## src/rtl/freq_gate_counter.sv

```systemverilog
// freq_gate_counter: counts rising edges of an asynchronous input over a fixed
// gate window of GATE_CYCLES sys_clk cycles and latches the saturated total.
// Optional feature macro FREQ_BCD_EN: when defined, a serial double-dabble
// engine converts each total into 8 packed BCD digits before data_valid pulses.
// When undefined, freq_bcd and busy are tied to 0 and data_valid pulses in the
// cycle right after the gate window ends.
// data_valid is a one-cycle strobe with no back-pressure: the consumer must take
// freq_bin / freq_bcd / ovf in the cycle it is high (they then hold until the
// next strobe).
module freq_gate_counter #(
  parameter int GATE_CYCLES = 48_000_000,
  parameter int MAX_COUNT   = 99_999_999
) (
  input  logic        sys_clk,
  input  logic        sys_rst_n,
  input  logic        freq_in,
  output logic [26:0] freq_bin,
  output logic [31:0] freq_bcd,
  output logic        ovf,
  output logic        data_valid,
  output logic        busy
);

  localparam int            GW        = $clog2(GATE_CYCLES);
  localparam logic [GW-1:0] GATE_LAST = GW'(GATE_CYCLES - 1);
  localparam logic [26:0]   MAX_C     = 27'(MAX_COUNT);

  // Synchroniser, edge detector and counters
  logic          s1_q, s1_d, s2_q, s2_d, s3_q, s3_d;
  logic [GW-1:0] gate_cnt_q, gate_cnt_d;
  logic [26:0]   edge_cnt_q, edge_cnt_d;
  logic          ovf_flag_q, ovf_flag_d;
  logic [26:0]   freq_bin_q, freq_bin_d;
  logic          ovf_q, ovf_d;
  logic          data_valid_q, data_valid_d;

  logic          edge_det;
  logic          gate_end;
  logic          at_max;
  logic [26:0]   win_total;
  logic          win_ovf;

  // Edge detection, gate timing and the saturating window total
  always_comb begin
    s1_d       = freq_in;
    s2_d       = s1_q;
    s3_d       = s2_q;
    edge_det   = s2_q & ~s3_q;
    gate_end   = (gate_cnt_q == GATE_LAST);
    gate_cnt_d = gate_end ? '0 : gate_cnt_q + GW'(1);
    at_max     = (edge_cnt_q >= MAX_C);
    // An edge in the gate_end cycle is folded into the ending window here.
    win_total  = (edge_det && !at_max) ? edge_cnt_q + 27'd1 : edge_cnt_q;
    win_ovf    = ovf_flag_q | (edge_det & at_max);
    freq_bin_d = freq_bin_q;
    ovf_d      = ovf_q;
    if (gate_end) begin
      edge_cnt_d = '0;
      ovf_flag_d = 1'b0;
      freq_bin_d = win_total;
      ovf_d      = win_ovf;
    end else begin
      edge_cnt_d = win_total;
      ovf_flag_d = win_ovf;
    end
  end

  // Front-end registers
  always_ff @(posedge sys_clk or negedge sys_rst_n) begin
    if (!sys_rst_n) begin
      s1_q       <= 1'b0;
      s2_q       <= 1'b0;
      s3_q       <= 1'b0;
      gate_cnt_q <= '0;
      edge_cnt_q <= '0;
      ovf_flag_q <= 1'b0;
      freq_bin_q <= '0;
      ovf_q      <= 1'b0;
    end else begin
      s1_q       <= s1_d;
      s2_q       <= s2_d;
      s3_q       <= s3_d;
      gate_cnt_q <= gate_cnt_d;
      edge_cnt_q <= edge_cnt_d;
      ovf_flag_q <= ovf_flag_d;
      freq_bin_q <= freq_bin_d;
      ovf_q      <= ovf_d;
    end
  end

  assign freq_bin   = freq_bin_q;
  assign ovf        = ovf_q;
  assign data_valid = data_valid_q;

`ifdef FREQ_BCD_EN

  typedef enum logic [1:0] {
    ST_IDLE  = 2'd0,
    ST_SHIFT = 2'd1,
    ST_DONE  = 2'd2
  } state_t;

  localparam logic [4:0] N_BITS = 5'd27;

  state_t      state_q, state_d;
  logic [26:0] shift_q, shift_d;
  logic [31:0] acc_q, acc_d, acc_adj;
  logic [4:0]  iter_q, iter_d;
  logic [31:0] freq_bcd_q, freq_bcd_d;
  logic        busy_q, busy_d;

  // Double-dabble sequencing; outputs are set one cycle early so they are
  // registered and appear exactly in the DONE cycle.
  always_comb begin
    acc_adj = acc_q;
    for (int i = 0; i < 8; i++) begin
      if (acc_q[4*i +: 4] >= 4'd5) acc_adj[4*i +: 4] = acc_q[4*i +: 4] + 4'd3;
    end
    state_d      = state_q;
    shift_d      = shift_q;
    acc_d        = acc_q;
    iter_d       = iter_q;
    freq_bcd_d   = freq_bcd_q;
    busy_d       = busy_q;
    data_valid_d = 1'b0;
    case (state_q)
      ST_IDLE: begin
        if (gate_end) begin
          state_d = ST_SHIFT;
          shift_d = win_total;
          acc_d   = '0;
          iter_d  = N_BITS;
          busy_d  = 1'b1;
        end
      end
      ST_SHIFT: begin
        acc_d   = {acc_adj[30:0], shift_q[26]};
        shift_d = {shift_q[25:0], 1'b0};
        iter_d  = iter_q - 5'd1;
        if (iter_q == 5'd1) begin
          state_d      = ST_DONE;
          freq_bcd_d   = {acc_adj[30:0], shift_q[26]};
          data_valid_d = 1'b1;
        end
      end
      ST_DONE: begin
        state_d = ST_IDLE;
        busy_d  = 1'b0;
      end
      default: begin
        state_d = ST_IDLE;
        busy_d  = 1'b0;
      end
    endcase
  end

  // BCD FSM state and registered outputs
  always_ff @(posedge sys_clk or negedge sys_rst_n) begin
    if (!sys_rst_n) begin
      state_q      <= ST_IDLE;
      shift_q      <= '0;
      acc_q        <= '0;
      iter_q       <= '0;
      freq_bcd_q   <= '0;
      busy_q       <= 1'b0;
      data_valid_q <= 1'b0;
    end else begin
      state_q      <= state_d;
      shift_q      <= shift_d;
      acc_q        <= acc_d;
      iter_q       <= iter_d;
      freq_bcd_q   <= freq_bcd_d;
      busy_q       <= busy_d;
      data_valid_q <= data_valid_d;
    end
  end

  assign freq_bcd = freq_bcd_q;
  assign busy     = busy_q;

`else

  // Without conversion the strobe follows gate_end by one cycle
  always_comb begin
    data_valid_d = gate_end;
  end

  // Strobe register
  always_ff @(posedge sys_clk or negedge sys_rst_n) begin
    if (!sys_rst_n) data_valid_q <= 1'b0;
    else            data_valid_q <= data_valid_d;
  end

  assign freq_bcd = '0;
  assign busy     = 1'b0;

`endif

endmodule

```

## config.mk

```make
export PLATFORM = sky130hd
export DESIGN_NAME = freq_gate_counter
export DESIGN_NICKNAME = d
export VERILOG_FILES = /design/src/rtl/freq_gate_counter.sv
export SDC_FILE = /design/constraint.sdc
export NUM_CORES = 1
export LEC_CHECK = 0
export CORE_MARGIN = 3
export CORE_UTILIZATION = 40
export CTS_BUF_LIST = sky130_fd_sc_hd__clkbuf_8
export DETAILED_ROUTE_END_ITERATION = 12
export DONT_BUFFER_PORTS = 1
export PLACE_DENSITY = 0.59
export SYNTH_ARGS = -nofsm -noshare
export SYNTH_HDL_FRONTEND = slang
export SYNTH_SLANG_ARGS = --single-unit
```

## constraint.sdc

```tcl
create_clock -name sys_clk -period 3.6 [get_ports sys_clk]
set_input_delay 0.18 -clock sys_clk [delete_from_list [all_inputs] [get_ports sys_clk]]
set_output_delay 0.18 -clock sys_clk [all_outputs]
set_load 0.1 [all_outputs]
```

==> out/metrics.yaml <==
die:
  die_ar_mm2: 0.01220
  floorplan.die.height_um: 110.5
  initial_core_util: 0.4171
  die_width_um: 110.5
  placementRows: 37
  core_region_area_mm2: 0.01046
  num_io_pins: 65
sta:
  setup_viol: 0
  fmax_ghz: 0.3916
  max_slew.worst_pin.slew_ns: 0.9353
  fin_hold_ws_ns: 0.3547
  max_slew_margin: 0.3765
  finalCritPeriodShare: 0.7093
  hold_viol: 0
  post-route-min-period_ns: 2.553
  report.final.slew_viol_count: 0
  final_critical_path_setup_slack_ns: 1.047
  finalSetupTns_ns: 0
  grt_setup_unrepaired: "false"
  finalClockSkew_ns: 0.01365
logic_synthesis:
  synth.yosys.warnings: 0
  async_reset_ff_frac: 1.000
  post_synth_main_area_contributors: "sky130_fd_sc_hd__dfrtp_1 (49%), sky130_fd_sc_hd__buf_4 (5.8%), sky130_fd_sc_hd__xnor2_1 (5.8%)"
  synth_cell_types: 57
  synth_top_area_share: 0.4931
  synth_seq_cells: 86
  average_cell_area_after_synthesis_um2: 9.655
  synth-edff-count: 0
  ys_seq_area_frac: 0.4931
  yosys.area.top_type: "sky130_fd_sc_hd__dfrtp_1"
  synth.cell_area_mm2: 0.004364
  yosys_most_used_dff: "sky130_fd_sc_hd__dfrtp_1"
  syn-instance-count: 452
setup_path:
  cp_data_required_time_ns: 3.82
  crit_path_max_incr_delay_ns: 0.43
  cp_slowest_cell: "sky130_fd_sc_hd__or3_1"
  worstPathMaxFanout: 13
  worst-r2r-setup-slack_ns: 1.05
  critical_path_class: "reg -> reg"
  worstSetupEndpointType: "register"
  path_cells: "nand4_1, or3_1, nor3_2, buf_4, or2_1, xor2_1, o21ai_0"
  critPathLaunchType: "register"
  critical_path.n_buffers_inverters: 1
  cp_top_family: "simple AND/OR/NAND/NOR gates"
  critPathArrivalTime_ns: 2.77
place:
  dp_hpwl_um: 6202
  gp_routability_congestion: 0.8586
  numPortBuffers: 0
  place_inst: 574
  dp_slack_ns: 1.065
drt:
  1st_iter_drt_viols: 194
  vias: 3093
  wl_per_cell_um: 15.03
  drt.antenna.violating_nets: 0
  totalWireLength_um: 8898
  route.detailed.drc: 0
  vias_per_cell: 5.225
  drt-pass1-iter-count: 4
outcome:
  status: "finished, final reports clean"
final_layout:
  design.final.nets: 457
  num_antenna_cells: 0
  post_route_cells_drive_above_1_share: 0.1009
  final_cells: 592
  synthToLayoutAreaGrowth_pct: 6.537
global_routing:
  grt_pass1_vias: 3106
  global_route_wire_length_before_repair_um: 15380
  grt_remaining_overflow: 0
  grt_start_max_net_pins: 87
  antenna_found_initial: 0
  grt_util_all_layers: 0.1524
clock_network:
  cts_buffers: 9
  clock_sinks: 86
  ctsRootBufferMaster: "sky130_fd_sc_hd__clkbuf_8"
  ctsHtreeMaxLevel: 3
  clock_latency_at_the_later_pin_of_the_worst_skew_pair_ns: 0.35
  post_cts.resized_instances: 0
  clkTransAtPathRegs_ns: 0.08
  post-cts-setup-buffers: 0
  cts_max_path_buffers: 2
  tritoncts: "yes"
power:
  vdd_ir_drop_max_mv: 0.1871
  power_density_mw_per_mm2: 459.4
  leakagePower_nw: 2.027
job:
  maxCapViolations: 0
worst_hold_path:
  hold_wc_path_type: "reg -> reg"
## worst reg2reg max path, stage by stage, from the launching register on
cell                      delay (ns)
sky130_fd_sc_hd__dfrtp_1        0.42
sky130_fd_sc_hd__nand4_1        0.27
sky130_fd_sc_hd__or3_1          0.43
sky130_fd_sc_hd__nor3_2         0.43
sky130_fd_sc_hd__buf_4          0.29
sky130_fd_sc_hd__or2_1          0.27
sky130_fd_sc_hd__xor2_1         0.21
sky130_fd_sc_hd__o21ai_0        0.10
## stage by stage
step | instance area, µm² | power, mW | utilization
final | 4649 | 2.136 | 0.4444
after detailed placement | 4357 | 1.307 | 0.4164
after CTS | 4649 | 2.160 | 0.4444
after global routing | 4649 | 2.237 | 0.4444
after floorplan | 4484 | 1.309 | -
after global placement | 4357 | 1.306 | 0.4164
## cell type report
cell class	count	area, µm²
flip-flops and latches	86	2152
well taps	136	170.2
repair buffers	9	92.59
fillers	989	5813
inverters	3	11.26
clock buffers	10	137.6
multi-input cells	343	1978
clock inverters	5	107.6
## path summary, 6_finish.rpt
kind / from / cells past startpoint / end
worst min register to register: s1_q$_DFF_PN0_ / 0 / s2_q$_DFF_PN0_
worst min-delay path: s1_q$_DFF_PN0_ / 0 / s2_q$_DFF_PN0_
worst max-delay path: edge_cnt_q[15]$_DFF_PN0_ / 7 / freq_bin[11]$_DFFE_PN0P_
min in group asynchronous: sys_rst_n / 2 / ovf_flag_q$_DFF_PN0_
max in group asynchronous: sys_rst_n / 2 / gate_cnt_q[7]$_DFF_PN0_
worst max register to register: edge_cnt_q[15]$_DFF_PN0_ / 7 / freq_bin[11]$_DFFE_PN0P_
## routing by layer
metal  track usage  wire, µm
met1        0.1905      3986
met2        0.2593      4399
met3       0.03452       347
met4       0.05255       165
met5             0         0
## timing repair
action,CTS,global route
hold buffers,3,0
endpoints found under the setup margin,0,0
endpoints found under the hold margin,87,0
## Yosys cell counts, types with 3 or more instances
master and instances:
sky130_fd_sc_hd__or2_1 3, sky130_fd_sc_hd__a31oi_1 4, sky130_fd_sc_hd__or3_1 3, sky130_fd_sc_hd__and4_1 4, sky130_fd_sc_hd__nor2_1 50, sky130_fd_sc_hd__or4_1 4
sky130_fd_sc_hd__buf_2 9, sky130_fd_sc_hd__o21ai_0 24, sky130_fd_sc_hd__a21oi_1 11, sky130_fd_sc_hd__nor4_1 9, sky130_fd_sc_hd__buf_4 34, sky130_fd_sc_hd__nand2_1 50
sky130_fd_sc_hd__and3_1 6, sky130_fd_sc_hd__xor2_1 12, sky130_fd_sc_hd__nor2b_1 4, sky130_fd_sc_hd__xnor2_1 29, sky130_fd_sc_hd__nand3_1 19, sky130_fd_sc_hd__nor3_1 20
sky130_fd_sc_hd__clkbuf_1 7, sky130_fd_sc_hd__nand4_1 17, sky130_fd_sc_hd__dfrtp_1 86
## logic make-up after synthesis
family                   synth area share
AO/OA/AOI/OAI                     0.07139
AND/OR/NAND/NOR                    0.2569
XOR/XNOR                          0.08228
buffers and inverters             0.08257
flip-flops                         0.4931
multiplexers                     0.007167
adder cells (fa/ha/maj)          0.005733
other                           0.0008593
## power by group
part	switching (mW)	internal [mW]	leakage, nW
clock	0.344	0.479	0.123
sequential	0.0441	0.997	1.17
combinational	0.225	0.0475	0.733
total	0.613	1.52	2.03
## flip-flops by register name (all words and copies together) (netlist names)
name,count
edge_cnt_q,27
freq_bin,27
gate_cnt_q,26
data_valid,1
ovf,1
ovf_flag_q,1
s1_q,1
s2_q,1
s3_q,1
## placed cells by master, fill, tap and decap left out, types with 2 or more instances in the layout
master	n
sky130_fd_sc_hd__a31oi_1	4
sky130_fd_sc_hd__a21oi_1	11
sky130_fd_sc_hd__inv_1	2
sky130_fd_sc_hd__o21ai_0	24
sky130_fd_sc_hd__or3_1	3
sky130_fd_sc_hd__nor3_2	2
sky130_fd_sc_hd__nor2_1	50
sky130_fd_sc_hd__xor2_1	12
sky130_fd_sc_hd__and3_1	6
sky130_fd_sc_hd__nor4_1	8
sky130_fd_sc_hd__dfrtp_1	86
sky130_fd_sc_hd__ha_1	2
sky130_fd_sc_hd__and3_2	2
sky130_fd_sc_hd__conb_1	33
sky130_fd_sc_hd__mux2i_1	2
sky130_fd_sc_hd__clkinv_4	2
sky130_fd_sc_hd__xnor2_1	29
sky130_fd_sc_hd__a31o_2	2
sky130_fd_sc_hd__nand4_1	17
sky130_fd_sc_hd__nand3_2	2
sky130_fd_sc_hd__nor4_2	2
sky130_fd_sc_hd__or2_1	3
sky130_fd_sc_hd__dlygate4sd3_1	2
sky130_fd_sc_hd__nor3b_1	2
sky130_fd_sc_hd__or4_1	4
sky130_fd_sc_hd__buf_4	6
sky130_fd_sc_hd__nand3_1	19
sky130_fd_sc_hd__nor2b_1	4
sky130_fd_sc_hd__bufinv_16	3
sky130_fd_sc_hd__o211ai_1	2
sky130_fd_sc_hd__and2_1	2
sky130_fd_sc_hd__nor3_1	20
sky130_fd_sc_hd__clkbuf_8	10
sky130_fd_sc_hd__and4_1	4
sky130_fd_sc_hd__nand2_1	50
(Power assumes the default switching activity.)
